===== config.mk =====
export PLATFORM = sky130hd
export DESIGN_NAME = int_service_seq
export DESIGN_NICKNAME = d
export VERILOG_FILES = /design/src/rtl/int_service_seq.sv
export SDC_FILE = /design/constraint.sdc
export NUM_CORES = 1
export LEC_CHECK = 0
export BUFFER_PORTS_ARGS = -buffer_cell sky130_fd_sc_hd__buf_2
export CAP_MARGIN = 20
export CORE_MARGIN = 2
export CORE_UTILIZATION = 52
export DETAILED_ROUTE_END_ITERATION = 16
export PLACE_DENSITY = 0.84
export SLEW_MARGIN = 0
export SYNTH_ARGS = -nofsm -noshare
export SYNTH_HDL_FRONTEND = slang
export SYNTH_SLANG_ARGS = --single-unit

===== constraint.sdc =====
create_clock -name clk -period 5.4 [get_ports clk]
set_input_delay 0.81 -clock clk [delete_from_list [all_inputs] [get_ports clk]]
set_output_delay 0.81 -clock clk [all_outputs]
set_load 0.02 [all_outputs]

===== src/rtl/int_service_seq.sv =====
// Interrupt service sequencer: picks the winning request at an instruction boundary, pushes the return PC, loads the vector.
// Latency: take on instr_end at N -> pushes at N+1/N+2 (ack tied high) -> pc_load at N+3 -> idle at N+4.
// Backpressure: each push byte waits on push_ack; busy stalls CPU fetch. INT_NEST_EN enables two-level priority nesting.
module int_service_seq #(
  parameter logic [15:0] VEC_BASE   = 16'h0003,
  parameter int          VEC_STRIDE = 8
) (
  input  logic        clk,
  input  logic        rst_n,
  input  logic [4:0]  int_req,
  input  logic        ea,
  input  logic [4:0]  ip,
  input  logic        instr_end,
  input  logic        reti,
  input  logic [15:0] pc_in,
  input  logic        push_ack,
  output logic        busy,
  output logic        push_req,
  output logic [7:0]  push_data,
  output logic        pc_load,
  output logic [15:0] pc_vec,
  output logic [3:0]  flag_clr,
  output logic [1:0]  in_service
);

  typedef enum logic [1:0] {IDLE, PUSH_L, PUSH_H, JUMP} state_t;

  localparam logic [15:0] STRIDE16 = 16'(VEC_STRIDE);

  state_t      state_q;
  logic [2:0]  src_q;
  logic [15:0] pc_q;
  logic        hi_q;
  logic        hold_q;
  logic [1:0]  in_service_q;
  logic        busy_q;
  logic        push_req_q;
  logic [7:0]  push_data_q;
  logic        pc_load_q;
  logic [15:0] pc_vec_q;
  logic [3:0]  flag_clr_q;

  logic [4:0]  allowed_hi;
  logic [4:0]  allowed_lo;
  logic        win_hi;
  logic [2:0]  win_src;
  logic        take;
  logic [15:0] vec_d;
  logic [3:0]  flag_d;

  // Lowest set bit index of a request vector (0 when empty).
  function automatic logic [2:0] lowest_idx(input logic [4:0] v);
    logic [2:0] r;
    r = 3'd0;
    for (int i = 4; i >= 0; i--) begin
      if (v[i]) r = 3'(i);
    end
    return r;
  endfunction

`ifndef INT_NEST_EN
  // ip has no meaning when every source is low priority.
  logic unused_ip;
  assign unused_ip = ^ip;
`endif

  // Request arbitration: which requests may interrupt, and who wins.
  always_comb begin
    allowed_hi = '0;
    allowed_lo = '0;
`ifdef INT_NEST_EN
    if (!in_service_q[1]) allowed_hi = int_req & ip;
    if (in_service_q == 2'b00) allowed_lo = int_req & ~ip;
`else
    if (in_service_q == 2'b00) allowed_lo = int_req;
`endif
    win_hi  = |allowed_hi;
    win_src = win_hi ? lowest_idx(allowed_hi) : lowest_idx(allowed_lo);
    take    = (state_q == IDLE) && instr_end && !reti && ea && !hold_q &&
              ((|allowed_hi) || (|allowed_lo));
  end

  // Vector address and TCON flag clear derived from the latched source.
  always_comb begin
    vec_d  = VEC_BASE + STRIDE16 * {13'd0, src_q};
    flag_d = src_q[2] ? 4'b0000 : (4'b0001 << src_q[1:0]);
  end

  // Service FSM with registered outputs, in-service tracking and post-RETI hold.
  always_ff @(posedge clk or negedge rst_n) begin
    if (!rst_n) begin
      state_q      <= IDLE;
      src_q        <= '0;
      pc_q         <= '0;
      hi_q         <= 1'b0;
      hold_q       <= 1'b0;
      in_service_q <= '0;
      busy_q       <= 1'b0;
      push_req_q   <= 1'b0;
      push_data_q  <= '0;
      pc_load_q    <= 1'b0;
      pc_vec_q     <= '0;
      flag_clr_q   <= '0;
    end else begin
      case (state_q)
        IDLE: begin
          if (reti) begin
            // RETI closes the most recent level; one instruction must run before the next take.
            hold_q <= 1'b1;
            if (in_service_q[1]) in_service_q[1] <= 1'b0;
            else                 in_service_q[0] <= 1'b0;
          end else if (instr_end && hold_q) begin
            hold_q <= 1'b0;
          end else if (take) begin
            src_q       <= win_src;
            pc_q        <= pc_in;
            hi_q        <= win_hi;
            state_q     <= PUSH_L;
            busy_q      <= 1'b1;
            push_req_q  <= 1'b1;
            push_data_q <= pc_in[7:0];
          end
        end
        PUSH_L: begin
          if (push_ack) begin
            state_q     <= PUSH_H;
            push_data_q <= pc_q[15:8];
          end
        end
        PUSH_H: begin
          if (push_ack) begin
            state_q    <= JUMP;
            push_req_q <= 1'b0;
            pc_load_q  <= 1'b1;
            pc_vec_q   <= vec_d;
            flag_clr_q <= flag_d;
          end
        end
        JUMP: begin
          state_q    <= IDLE;
          busy_q     <= 1'b0;
          pc_load_q  <= 1'b0;
          flag_clr_q <= '0;
          if (hi_q) in_service_q[1] <= 1'b1;
          else      in_service_q[0] <= 1'b1;
        end
        default: state_q <= IDLE;
      endcase
    end
  end

  assign busy       = busy_q;
  assign push_req   = push_req_q;
  assign push_data  = push_data_q;
  assign pc_load    = pc_load_q;
  assign pc_vec     = pc_vec_q;
  assign flag_clr   = flag_clr_q;
  assign in_service = in_service_q;

endmodule


==> results_dict.tcl, run 1 <==
set metrics [dict create \
    status "finished, final reports clean" \
    mostFrequentLayoutCells "buf_2, dfrtp_1, mux2_2" \
    dp_hpwl_um 2380 \
    clkSlewWorstSetupHoldPaths_ps 90 \
    crit_fanout 18 \
    max_stage_delay_ps 430 \
    cts_buffer_depth 2 \
    period_minus_slack_ps 2324 \
    r2r_start "state_q[0]" \
    antenna_found_initial 0 \
    ys_ff_latch 34 \
    tns_ps 0 \
    critical_path_arrival_ps 2540 \
    avgSynthCellArea_um2 12.27 \
    pwr-share-comb_pct 45.0 \
    ys_seq_area_share_pct 50.63 \
    n_antenna_cell 0 \
    drtIter0Drc 34 \
    final.fill_count 252 \
    final_common_cell "buf_2" \
    fp-row-count 20 \
    holdCritPathClass "flip-flop to flip-flop" \
    gr-total-overflow 0 \
    start_kind "flip-flop" \
    max-slew-margin-rel_pct 51.72 \
    synth_area_um2 1680 \
    cpLargestDelayFamily "compound AO/OA/AOI/OAI gates" \
    die_area_um2 3702 \
    synth_enable_flop_cells 0 \
    max_freq_ghz 0.4302 \
    cts_root_buf "clkbuf_4" \
    cts_sinks 34 \
    synth_async_sr_flop_share_pct 100.0 \
    grt_max_degree 35 \
    critPathKind "flip-flop to flip-flop" \
    die_h_um 60.85 \
    first_pass_iters 4 \
    gp_congestion 0.8291 \
    wire_per_inst_um 13.35 \
    critPathBufInv 1 \
    start_util_pct 55.04 \
    clk_latency_ps 320 \
    vias 1156 \
    antenna_left 0 \
    rsz0062_at_grt "false" \
    grt_first_pass_wirelength_um 5071 \
    place_inst 223 \
    netlist_instances 137 \
    cts_buffers 5 \
    power_leakage_nw 0.9989 \
    grt_pass1_vias 1152 \
    final_nets 223 \
    power.share.clock_pct 15.5 \
    max_slew.worst_pin.slew_ps 724.2 \
    crit_path_start "state_q[0]" \
    drv_cap 0 \
    pin_count 65 \
    ys_warn_count 0 \
    report.final.slew_viol_count 0 \
    cts_hold_buffers 0 \
    critPathSlowestCell "dfrtp_1" \
    wirelength_um 3084 \
    areaGrowthSynthToFinish_pct 17.50 \
    p_switching_uw 400.9 \
    die_w_um 60.85 \
    path_cells "inv_1, ha_1, nor2b_1, o211ai_4, a221oi_1, mux2_2" \
    switching_share_pct 37.18 \
    finClkSkew_ps 3.455 \
    setup_viol 0 \
    cts_setup_buffers 0 \
    pwr-share-seq_pct 39.5 \
    crit_required_ps 5620 \
    cts_tree "yes" \
    post_cts_resized 0 \
    core-area_um2 3053 \
    port_buffers 47 \
    yosys_most_used_dff "dfrtp_1" \
    drive_above_1_share_pct 47.06 \
    track_usage_pct 19.36 \
    synth_cell_type_count 29 \
    fin_cells 231 \
    via_per_inst 5.004 \
    ir_drop_mv 0.3332 \
    drc 0 \
    power_density_nw_per_um2 546.0 \
    fin_area_um2 1974 \
    htreeDepth 2 \
    placed_area_um2 1896 \
    min-delay-start "pc_vec[3]" \
    hold_viol_final 0 \
    internal_power_uw 677.2 \
    fin_crit_sh_pct 43.05 \
    end_kind "flip-flop" \
]
synth_stat cells, types with 2 or more instances:
cell type | number | share of area (%)
a21oi_1 | 4 | 1.2
a32o_1 | 2 | 1.2
buf_4 | 13 | 5.8
clkbuf_1 | 2 | 0.45
dfrtp_1 | 34 | 51
ha_1 | 5 | 3.7
inv_1 | 8 | 1.8
mux2_2 | 27 | 18
mux2i_1 | 2 | 1.2
nand2_1 | 11 | 2.5
nand2b_1 | 2 | 0.74
nor2b_1 | 2 | 0.74
nor3_1 | 3 | 0.89
o21ai_0 | 7 | 2.1
layer usage:
metal	wire length, um	GRT usage [%]	share of wire (%)
met4	42	6.211	1.4
met3	193	7.249	6.3
met1	1321	22.62	43
met5	0	0	0
met2	1525	33.03	49
final timing paths:
check / slack [ps] / endpoint / cells after the start
max in group asynchronous: 4410 / pc_q[15] / 1
worst min register to register: 480 / pc_vec[3] / 2
worst max-delay path: 3080 / state_q[1] / 6
worst max register to register: 3080 / state_q[1] / 6
worst min-delay path: 480 / pc_vec[3] / 2
min in group asynchronous: 530 / pc_load / 1
cells by family (layout without fill, tap and decap cells):
family | Yosys count | after routing | synth area share (%)
DFF | 34 | 34 | 50.63
muxes | 29 | 29 | 19.29
buffers and inverters | 24 | 63 | 8.712
AOI/OAI and AO/OA | 22 | 22 | 10.28
and+or+nand+nor | 22 | 22 | 7.147
adders and majority gates | 5 | 5 | 3.723
other | 1 | 12 | 0.2232
per-stage QoR:
step                      util, %  hold WS (ps)  power [mW]  setup WS, ps
after global placement      62.09         457.0      0.8864          2769
after detailed placement    62.09         463.8      0.9218          2740
final                       64.67         483.0       1.078          3076
after floorplan                 -         473.6      0.7847          3124
after global routing        64.67         526.5       1.156          2955
after CTS                   64.67         489.1       1.090          3105
state kept, by name (all words and copies together) (netlist names):
| register | count |
|---|---|
| pc_q | 8 |
| push_data | 8 |
| flag_clr | 4 |
| pc_vec | 4 |
| src_q | 3 |
| state_q | 2 |
| busy | 1 |
| hold_q | 1 |
| in_service | 1 |
| pc_load | 1 |
| push_req | 1 |
worst reg2reg max path, stage by stage (launching register included):
cell	delay, ps
dfrtp_1	430
inv_1	120
ha_1	260
nor2b_1	330
o211ai_4	280
a221oi_1	410
mux2_2	380
power by group through the flow:
| stage | Sequential (mW) | Clock (mW) | Combinational [mW] |
|---|---|---|---|
| floorplan | 0.488 | 0 | 0.297 |
| CTS | 0.426 | 0.171 | 0.492 |
| detailed placement | 0.431 | 0 | 0.491 |
| finish | 0.426 | 0.167 | 0.485 |
| global route | 0.441 | 0.183 | 0.531 |
| global placement | 0.420 | 0 | 0.466 |
area by class of cell:
class	instances	area, um2	share of cell area, %
tap	44	55.05	2.788
multi-input combinational	90	724.4	36.69
clock buffer	8	78.83	3.992
timing repair buffer	47	235.2	11.91
inverter	8	30.03	1.521
sequential	34	850.8	43.09
(Power assumes the default switching activity.)
==> run 2: changes to the inputs <==
--- a/config.mk
+++ b/config.mk
@@ -8,9 +8,9 @@
 export BUFFER_PORTS_ARGS = -buffer_cell sky130_fd_sc_hd__buf_2
 export CAP_MARGIN = 20
 export CORE_MARGIN = 2
-export CORE_UTILIZATION = 52
+export CORE_UTILIZATION = 43
 export DETAILED_ROUTE_END_ITERATION = 16
-export PLACE_DENSITY = 0.84
+export PLACE_DENSITY = 0.75
 export SLEW_MARGIN = 0
 export SYNTH_ARGS = -nofsm -noshare
 export SYNTH_HDL_FRONTEND = slang
==> constraint.sdc (replaced) <==
create_clock -name clk -period 1.88 [get_ports clk]
set_input_delay 0.282 -clock clk [delete_from_list [all_inputs] [get_ports clk]]
set_output_delay 0.282 -clock clk [all_outputs]
set_load 0.02 [all_outputs]
==> results_dict.tcl, run 2 (synthesis results as in run 1) <==
set metrics [dict create \
    status "finished, final reports clean" \
    gr-total-overflow 0 \
    n_antenna_cell 0 \
    areaGrowthSynthToFinish_pct 27.10 \
    cts_tree "yes" \
    power_leakage_nw 1.079 \
    dp_slack_ps -23.40 \
    crit_fanout 6 \
    htreeDepth 2 \
    path_depth 6 \
    drive_above_1_share_pct 53.23 \
    grt_pass1_vias 1210 \
    final_nets 237 \
    wirelength_um 3176 \
    critPathSlowestCell "dfrtp_1" \
    cts_sinks 34 \
    via_per_inst 4.867 \
    max_freq_ghz 0.5711 \
    vias 1212 \
    cts_buffer_depth 2 \
    pin_count 65 \
    track_usage_pct 15.92 \
    end_kind "flip-flop" \
    cpLargestDelayFamily "compound AO/OA/AOI/OAI gates" \
    final_common_cell "buf_2" \
    path_cells "inv_2, ha_1, nor2b_4, o211ai_4, a221oi_2, mux2_2" \
    first_pass_iters 4 \
    rr_endpoint "state_q[1]" \
    holdCritPathClass "input pin to async pin" \
    port_buffers 47 \
    setup_viol 0 \
    critical_path_arrival_ps 1920 \
    fp-row-count 22 \
    period_minus_slack_ps 1751 \
    drv_cap 0 \
    core-area_um2 3716 \
    finClkSkew_ps 4.271 \
    fin_area_um2 2136 \
    antenna_left 0 \
    power_density_nw_per_um2 1564 \
    max_stage_delay_ps 380 \
    gp_congestion 0.7392 \
    wire_per_inst_um 12.76 \
    rsz0062_at_grt "false" \
    critPathKind "flip-flop to flip-flop" \
    start_kind "flip-flop" \
    dp_hpwl_um 2460 \
    max-slew-margin-rel_pct 50.85 \
    hold_viol_final 0 \
    cts_buffers 5 \
    drtIter0Drc 59 \
    clk_latency_ps 280 \
    antenna_found_initial 0 \
    max_slew.worst_pin.slew_ps 737.3 \
    finalWorstSetupSlack_ps 129.1 \
    die_area_um2 4424 \
    ir_drop_mv 0.8092 \
    die_w_um 66.51 \
    utilization_pct 57.47 \
    placed_area_um2 1999 \
    critPathBufInv 1 \
    crit_required_ps 2050 \
    r2r_start "state_q[0]" \
    crit_path_start "state_q[0]" \
    cts_root_buf "clkbuf_8" \
    die_h_um 66.51 \
    grt_first_pass_wirelength_um 5154 \
    report.final.slew_viol_count 0 \
    mostFrequentLayoutCells "buf_2, dfrtp_1, mux2_2" \
    start_util_pct 45.22 \
    grt_max_degree 35 \
    cts_hold_buffers 0 \
    power_mw 3.340 \
    fin_crit_sh_pct 93.13 \
    clkSlewWorstSetupHoldPaths_ps 70 \
    crit_path_end "state_q[1]" \
    drc 0 \
    r2r_cells 6 \
    rrSetupSlack_ps 130 \
]
-- run 2: cell count changes in the layout (fill, tap and decap cells not counted), moves of 2 or more --
cell | previous run | this run
inv_2 | 0 | 2
clkbuf_8 | 3 | 8
inv_1 | 8 | 6
buf_4 | 0 | 14
clkbuf_4 | 5 | 0
-- run 2: timing repair --
action / CTS / global route
resized for setup: 0 / 4
buffers inserted: 0 / 2
setup endpoints to repair: 0 / 10
-- run 2: worst min path at each step --
stage	slack [ps]	endpoint	start	cells after the start
6_report	60	flag_clr[2]	rst_n	1
5_1_grt	120	flag_clr[1]	rst_n	1
4_1_cts	90	state_q[1]	rst_n	1
3_5_place_dp	390	pc_vec[3]	rst_n	1
3_3_place_gp	400	pc_vec[1]	rst_n	1
2_1_floorplan	-10	busy	rst_n	0
-- run 2: metrics by stage --
stage          setup TNS [ps]  std cells  hold slack [ps]
2_1_floorplan               0        148           -13.59
3_3_place_gp           -24.91        239            397.4
3_5_place_dp           -114.7        239            395.0
4_1_cts                     0        247            86.93
5_1_grt                     0        249            120.1
6_report                    0        249            56.74
-- run 2: cell type report --
type	count	area (um2)
flip-flops and latches	34	850.8
inverters	8	30.03
well taps	48	60.06
multi-input cells	90	744.5
repair buffers	61	340.3
clock buffers	8	110.1
fillers	341	1580
-- run 2: worst reg2reg max path: stages (launching register included) --
cell      delay, ps
dfrtp_1         380
inv_2            80
ha_1            170
nor2b_4         190
o211ai_4        140
a221oi_2        320
mux2_2          370
-- run 2: layer usage --
layer / vias to the layer above / GRT usage, % / wire length (um)
li1: 580 / - / -
met1: 584 / 17.37 / 1387
met2: 43 / 27.75 / 1526
met3: 5 / 7.095 / 232
met4: 0 / 4.592 / 30
met5: - / 0 / 0
-- run 2: power by group --
part,switching (mW),internal [mW]
clock,0.248,0.369
combinational,0.781,0.740
sequential,0.157,1.04
==> run 3: changes to the inputs <==
--- a/config.mk
+++ b/config.mk
@@ -7,6 +7,7 @@
 export LEC_CHECK = 0
 export BUFFER_PORTS_ARGS = -buffer_cell sky130_fd_sc_hd__buf_2
 export CAP_MARGIN = 20
+export CORE_ASPECT_RATIO = 1.25
 export CORE_MARGIN = 2
 export CORE_UTILIZATION = 43
 export DETAILED_ROUTE_END_ITERATION = 16
==> constraint.sdc (replaced) <==
create_clock -name clk -period 1.49 [get_ports clk]
set_input_delay 0.2235 -clock clk [delete_from_list [all_inputs] [get_ports clk]]
set_output_delay 0.2235 -clock clk [all_outputs]
set_load 0.02 [all_outputs]
==> results_dict.tcl, run 3 (synthesis results as in run 1) <==
set metrics [dict create \
    rsz0062_at_grt "true" \
    drc 0 \
    first_pass_iters 4 \
    grt_first_pass_wirelength_um 5851 \
    grt_pass1_vias 1269 \
    dp_hpwl_um 2610 \
    dp_slack_ps -307.4 \
    gr-total-overflow 0 \
    critPathSlowestCell "dfrtp_1" \
    place_inst 242 \
    max_slew.worst_pin.slew_ps 601.7 \
    fp-row-count 25 \
    wirelength_um 3611 \
    mostFrequentLayoutCells "buf_2, dfrtp_1, buf_4" \
    clkSlewWorstSetupHoldPaths_ps 70 \
    ir_drop_mv 1.276 \
    hold_viol_final 0 \
    end_kind "flip-flop" \
    power_density_nw_per_um2 2086 \
    final_common_cell "buf_2" \
    port_buffers 47 \
    critPathKind "flip-flop to flip-flop" \
    violations "setup timing" \
    start_kind "flip-flop" \
    final_nets 255 \
    die_w_um 59.91 \
    drv_cap 0 \
    cts_buffers 5 \
    critPathBufInv 2 \
    die_h_um 73.89 \
    cpLargestDelayFamily "flip-flops" \
    cts_sinks 34 \
    cts_buffer_depth 2 \
    path_cells "inv_2, ha_4, nor2b_4, o211ai_4, buf_6, a221oi_4, mux2_4" \
    htreeDepth 2 \
    max_stage_delay_ps 400 \
    core-area_um2 3754 \
    period_minus_slack_ps 1743 \
    wire_per_inst_um 13.94 \
    max_freq_ghz 0.5737 \
    grt_max_degree 28 \
    crit_required_ps 1670 \
    start_util_pct 44.77 \
    power_leakage_nw 1.227 \
    drive_above_1_share_pct 61.64 \
    cts_root_buf "clkbuf_8" \
    gp_congestion 0.7823 \
    pin_count 65 \
    via_per_inst 4.888 \
    track_usage_pct 18.18 \
    holdCritPathClass "input pin to flip-flop" \
    fin_crit_sh_pct 117.0 \
    die_area_um2 4427 \
    vias 1266 \
    drtIter0Drc 25 \
    crit_fanout 3 \
    n_antenna_cell 0 \
    clk_latency_ps 290 \
    max-slew-margin-rel_pct 59.88 \
    placed_area_um2 2125 \
    critical_path_arrival_ps 1920 \
    antenna_left 0 \
    report.final.slew_viol_count 0 \
    fin_cells 259 \
    holdWs_ps 157.4 \
    status "finished, violations left" \
    antenna_found_initial 0 \
    cts_tree "yes" \
    fin_area_um2 2415 \
    setup_viol 25 \
    finalWorstSetupSlack_ps -253.2 \
    final.fill_count 296 \
    areaGrowthSynthToFinish_pct 43.71 \
    finClkSkew_ps 2.762 \
]
## run 3: worst paths after layout
path	slack, ps	from	cells past startpoint	endpoint
max	-250	state_q[1]	7	state_q[1]
min	160	pc_in[14]	2	pc_q[14]
max reg2reg	-250	state_q[1]	7	state_q[1]
min reg2reg	470	pc_vec[3]	2	pc_vec[3]
max in group asynchronous	480	rst_n	3	push_data[0]
min in group asynchronous	470	rst_n	2	pc_vec[3]
## run 3: where the power goes
part | switching [mW] | leakage [nW] | internal [mW]
clock | 0.344 | 0.0579 | 0.492
combinational | 1.23 | 0.742 | 1.44
sequential | 0.213 | 0.428 | 1.32
total | 1.79 | 1.23 | 3.25
## run 3: metal layers
| metal | up-vias | global-route usage [%] | wire length (um) |
|---|---|---|---|
| li1 | 614 | - | - |
| met1 | 593 | 21.70 | 1485 |
| met2 | 49 | 29.59 | 1804 |
| met3 | 10 | 5.458 | 240 |
| met4 | 0 | 8.395 | 81 |
| met5 | - | 0 | 0 |
## run 3: metrics by stage
stage               power, mW  TNS (ps)  util [%]
floorplan               2.998     -2978         -
global placement        3.709     -4986     56.60
detailed placement      3.755     -5484     56.60
CTS                     4.950     -2296     62.93
global route            5.362     -5125     64.33
finish                  5.037     -3732     64.33
## run 3: area by class of cell
type | count | area (um2) | share of cell area, %
clock buffer | 5 | 68.82 | 2.850
inverter | 8 | 32.53 | 1.347
timing repair buffer | 79 | 505.5 | 20.93
sequential | 34 | 852.1 | 35.28
multi-input combinational | 90 | 865.8 | 35.85
clock inverter | 3 | 40.04 | 1.658
tap | 40 | 50.05 | 2.073
## run 3: worst reg2reg max path, delay by kind of cell (launching register included)
kind,cells,cell delay (ps)
flops,1,400
compound gates,2,390
mux,1,330
buf+inv,2,240
simple gates,1,160
fa+ha+maj,1,130
## run 3: what timing repair did
action	in CTS	in global routing
pin swaps	2	4
gates resized for setup	15	7
endpoints found under the hold margin	26	0
setup buffers	4	4
hold buffers	1	0
endpoints found under the setup margin	14	28
